--- src/rtl/fifo_tree_node.sv ---
// fifo_tree_node: 2:1 round-robin merge of two child FIFOs into one parent.
// Three-state pop/fetch/write loop, one word in flight at a time.
module fifo_tree_node #(
    parameter int DATA_WIDTH = 36
) (
    input  logic                  clk,
    input  logic                  reset,
    input  logic [DATA_WIDTH-1:0] data_a_i,
    input  logic                  empty_a_i,
    output logic                  rden_a_o,
    input  logic [DATA_WIDTH-1:0] data_b_i,
    input  logic                  empty_b_i,
    output logic                  rden_b_o,
    output logic [DATA_WIDTH-1:0] data_o,
    output logic                  wren_o,
    input  logic                  full_i,
    output logic                  busy_o
);

    typedef enum logic [1:0] {
        IDLE,
        FETCH,
        WRITE
    } state_t;

    state_t                state;
    state_t                state_nxt;
    logic                  rr_ptr;
    logic                  src;
    logic                  gnt_a;
    logic                  gnt_b;
    logic                  can_grant;
    logic [DATA_WIDTH-1:0] out_reg;

    // Next state, pops and parent strobe; all held low while in reset.
    // empty_*_i is high when the child has data.
    always_comb begin
        state_nxt = state;
        rden_a_o  = 1'b0;
        rden_b_o  = 1'b0;
        wren_o    = 1'b0;
        busy_o    = 1'b0;
        can_grant = 1'b0;
        gnt_a     = empty_a_i & (~empty_b_i | ~rr_ptr);
        gnt_b     = empty_b_i & (~empty_a_i | rr_ptr);
        if (!reset) begin
            busy_o = (state != IDLE);
            unique case (state)
                IDLE: begin
                    can_grant = 1'b1;
                end
                FETCH: begin
                    state_nxt = WRITE;
                end
                WRITE: begin
                    if (!full_i) begin
                        wren_o    = 1'b1;
                        can_grant = 1'b1;
                        state_nxt = IDLE;
                    end
                end
                default: begin
                    state_nxt = IDLE;
                end
            endcase
            if (can_grant && (gnt_a || gnt_b)) begin
                rden_a_o  = gnt_a;
                rden_b_o  = gnt_b;
                state_nxt = FETCH;
            end
        end
    end

    // State, arbitration pointer and the output word register.
    always_ff @(posedge clk) begin
        if (reset) begin
            state   <= IDLE;
            rr_ptr  <= 1'b0;
            src     <= 1'b0;
            out_reg <= '0;
        end else begin
            state <= state_nxt;
            if (rden_a_o || rden_b_o) begin
                rr_ptr <= ~rden_b_o;
                src    <= rden_b_o;
            end
            if (state == FETCH) begin
                out_reg <= src ? data_b_i : data_a_i;
            end
        end
    end

    assign data_o = out_reg;

endmodule

--- config.mk ---
export PLATFORM = sky130hd
export DESIGN_NAME = fifo_tree_node
export DESIGN_NICKNAME = d
export VERILOG_FILES = /design/src/rtl/fifo_tree_node.sv
export SDC_FILE = /design/constraint.sdc
export NUM_CORES = 1
export LEC_CHECK = 0
export CAP_MARGIN = 20
export CELL_PAD_IN_SITES_DETAIL_PLACEMENT = 1
export CELL_PAD_IN_SITES_GLOBAL_PLACEMENT = 2
export CORE_ASPECT_RATIO = 0.75
export CORE_MARGIN = 2
export CORE_UTILIZATION = 18
export CTS_CLUSTER_DIAMETER = 150
export DETAILED_ROUTE_END_ITERATION = 7
export HOLD_SLACK_MARGIN = 0.03
export PLACE_DENSITY = 0.71
export SETUP_SLACK_MARGIN = 0.5
export SLEW_MARGIN = 20
export SYNTH_ARGS = -nofsm -noshare
export SYNTH_HDL_FRONTEND = slang
export SYNTH_SLANG_ARGS = --single-unit
--- constraint.sdc ---
create_clock -name clk -period 1 [get_ports clk]
set_input_delay 0.1 -clock clk [delete_from_list [all_inputs] [get_ports clk]]
set_output_delay 0.1 -clock clk [all_outputs]
set_load 0.05 [all_outputs]
Word-level counts from Yosys, hierarchy flattened. Index checks and enable logic that the tools add are counted. W data, S select, Z words.

Multiplexer cells: 14. Reductions and logical operators: 8. Equality and inequality tests: 5. Bitwise operators: 9.

Operators by type and width (count): $mux W36 (1); $mux W1 (10); $pmux W2 S3 (1); $not A1 Y1 (5); $ne A2 B2 Y1 const B (2); $reduce_and A2 Y1 (2); $ne A3 B3 Y1 const B (1); $and A1 B1 Y1 (2); $eq A2 B1 Y1 const B (1); $eq A2 B2 Y1 const B (1); $logic_not A2 Y1 (1); $logic_or A1 B1 Y1 (2); $mux W2 (1); $or A1 B1 Y1 (2); $pmux W1 S2 (1); $reduce_bool A2 Y1 (1); $reduce_or A2 Y1 (1); $logic_and A1 B1 Y1 (1).

Output and inout port bits: 40. Word-level logic and storage cells: 41. Bits in registers: 40. Input bits: 77.

Longest topological paths before layout.
Depth after elaboration: 8. Depth in mapped cells: 5. Mapped depth without buffers: 3.

Worst setup path after synthesis. Ideal clock, no wire load.

Path kind: register to output. Start: register state[1]. End: output port wren_o. Arrival: 2016 ps. Cell stages (with the launch flop): 2. Slack: -1116 ps. Data required time: 900 ps. Buffers on the path: 0. Path through: dfxtp_1 > nor4b_1.

Longest elaborated chain between the ends: 3.

Ends and longest elaborated chain: start, declared (line 26) `state_t state;`; start signal, assigned (line 82) `state <= state_nxt;`; $eq A2 B2 Y1 (line 48) `unique case (state)`; $mux W1 (line 48); $mux W1 (line 46) `if (!reset) begin`; end, declared (line 15) `output logic wren_o,`.

No other way between the ends.

Worst setup path in the final report.
Start: register state[1]. End: output port rden_b_o.

Longest elaborated chain between the ends: 6. Elaborated cells between the ends (all ways): 7. Those cells by class: 1 x eq/ne; 4 x mux; 2 x reduce/logical.

Ends and longest elaborated chain: $eq A2 B2 Y1 / $logic_not A2 Y1 (equally long branches) (line 48); $pmux W1 S2 (*) (line 48); $mux W1 (*) (line 46); $logic_and A1 B1 Y1 (*) (line 66) `if (can_grant && (gnt_a || gnt_b)) begin`; $mux W1 (*) (line 66); $mux W1 (*) (line 46); end, declared (line 13) `output logic rden_b_o,`.

Mark *: on every way between the ends. The rest lies on a longest branch, timed or not. The select of a mux whose other input is x is not followed.

==> results.yml <==
outcome:
  status: "complete, but fails checks"
  violations: "negative setup slack"
setup_path:
  startpoint_type: "flop"
  endpoint_kind: "primary output"
  crit_arrival_ns: 1.29
  cp.required_ns: 0.90
  setup.worst_path.class: "reg2out"
  path_max_fanout: 4
cts:
  tritoncts: "yes"
  htreeDepth: 2
  cts_buffer_depth: 2
  cts_buffers: 5
  root_buffer: "clkbuf_16"
  cts.sinks: 40
  cts_hold_buffers: 0
  insertion_delay_ns: 0.28
  clkTransAtPathRegs_ns: 0.06
timing:
  skew_ns: 0.00506
  tightest_slew_ns: 0.328
  grt_setup_unrepaired: "yes"
  hold_violations: 0
  timing.final.crit_share_pct: 139
  period_minus_slack_ns: 1.39
  fin_hold_ws_ns: 0.112
  fmax_mhz: 718
  slew_headroom_pct: 78.1
  setup_ws_ns: -0.393
  setup_viol: 44
  maxSlewViolCount: 0
grt:
  gr-usage-met2_pct: 23.4
  antenna_found_initial: 0
  grt_pass1_vias: 2342
  overflow: 0
  grt_busiest_layer: "met2"
  grt_pass1_wl_um: 12100
  grt_max_degree: 18
  grt_usage_pct: 13.9
  gr-usage-met1_pct: 17.4
  gr-usage-met3_pct: 4.02
detailed_routing:
  routed_wirelength_um: 7720
  ant_nets: 0
  drt-vias-per-instance: 4.22
  drt_pass1_iterations: 4
  wire_per_inst_um: 15.7
  drtIter0Drc: 36
  drc_errors: 0
  via_count: 2074
die:
  core-area_um2: 10300
  pin_count: 117
  fp.dieH_um: 93.0
  initial_core_util_pct: 18.5
  die_w_um: 123
  dieArea_um2: 11400
  floorplan.rows: 32
finish:
  final_net_count: 432
  final_cell_mix: "clkdlybuf4s50_1, buf_12, dfxtp_4"
  fillers: 1068
  drive_above_1_share_pct: 62.3
  post_layout_nonfiller_instances: 491
  multiInputGateArea_um2: 1260
  regArea_um2: 948
  area_growth_syn_to_layout_pct: 157
  layout.cells.most_common: "clkdlybuf4s50_1"
  diodes: 0
pwr:
  cellPowerDensity_nw_per_um2: 1310
  power.total_w: 0.00640
  p_leak_nw: 1.82
  irDropWorstVdd_mv: 0.796
min_path:
  hold_class: "in2reg"
yosys:
  syn_area_um2: 1900
  syn_avg_cell_area_um2: 10.3
  synth-seq-cells: 40
  synth.distinct_cells: 23
  yosysSeqAreaShare_pct: 42.1
  yosysWarnings: 0
  syn_nets: 261
  syn_inst: 184
place:
  dp_cells: 437
  gp_congestion: 0.635
  pre_cts_slack_ns: -0.440
  portBuffers: 116
  hpwl_um: 4970
run:
  maxCapViolCount: 0
-- area by class of cell --
cell class | count | area share [%]
repair buffers | 180 | 48.3
flip-flops and latches | 40 | 19.4
clock buffers | 7 | 2.72
multi-input cells | 126 | 25.9
inverters | 2 | 0.154
well taps | 136 | 3.49
-- worst max-delay path: stages, from the launching register on --
cell and delay [ns]:
dfxtp_4 0.37, a211oi_4 0.26, and3_4 0.25, buf_12 0.14
-- flip-flops by register name, indices dropped and copies added, names as in the netlist --
signal / flops
rr_ptr: 1
src: 1
state: 2
data_o: 36
-- synthesized netlist by cell type, drive strengths merged --
cell type | n | area (µm²)
mux2i | 36 | 360
buf | 14 | 114
o21a | 1 | 7.51
a31o | 1 | 8.76
a211oi | 25 | 293
nor2b | 1 | 8.76
dfxtp | 40 | 801
a21oi | 13 | 65.1
and3 | 2 | 12.5
nor4b | 1 | 8.76
nand2 | 2 | 7.51
and3b | 1 | 8.76
o31ai | 1 | 7.51
inv | 2 | 7.51
clkbuf | 2 | 11.3
o21ai | 12 | 60.1
a211o | 1 | 8.76
nand2b | 1 | 6.26
nor2 | 28 | 105
-- logic make-up (layout without fill, tap and decap cells) --
group / count (synthesis) / in the layout / share of synthesized area, %
AOI/OAI and AO/OA: 54 / 54 / 23.7
DFF: 40 / 40 / 42.1
muxes: 36 / 36 / 18.9
and+or+nand+nor: 36 / 36 / 8.29
buffers and inverters: 18 / 189 / 6.97
-- path summary, 6_finish.rpt --
check / startpoint / endpoint / slack [ns] / cells past startpoint
max: state[1] / rden_b_o / -0.39 / 3
min: reset / rr_ptr / 0.11 / 2
max reg2reg: state[0] / data_o[25] / -0.30 / 7
min reg2reg: rr_ptr / rr_ptr / 0.47 / 1
-- through the flow --
step	util, %	area [µm²]	setup TNS (ns)
final	47.4	4880	-10.59
after CTS	45.8	4710	-8.18
after detailed placement	38.2	3930	-5.84
after global routing	47.4	4880	-13.58
after floorplan	-	2180	-0.850
after global placement	38.2	3930	-4.87
-- per-layer routing --
metal	up-vias	wire, µm
met5	-	0
met4	0	70
met3	6	516
met2	56	3810
met1	1002	3330
li1	1010	-
-- power breakdown --
group | total (W) | switching [W] | internal, W
Sequential | 0.00195 | 0.000187 | 0.00176
Combinational | 0.00291 | 0.00128 | 0.00163
Clock | 0.00155 | 0.000631 | 0.000914
Total | 0.00640 | 0.00210 | 0.00431
-- timing repair --
action | in CTS | in global routing
gates cloned | 8 | 1
setup buffers | 28 | 10
setup endpoints to repair | 80 | 80
resized for setup | 56 | 16
pin swaps | 8 | 5
No activity file was read; power rests on OpenSTA's default activity.
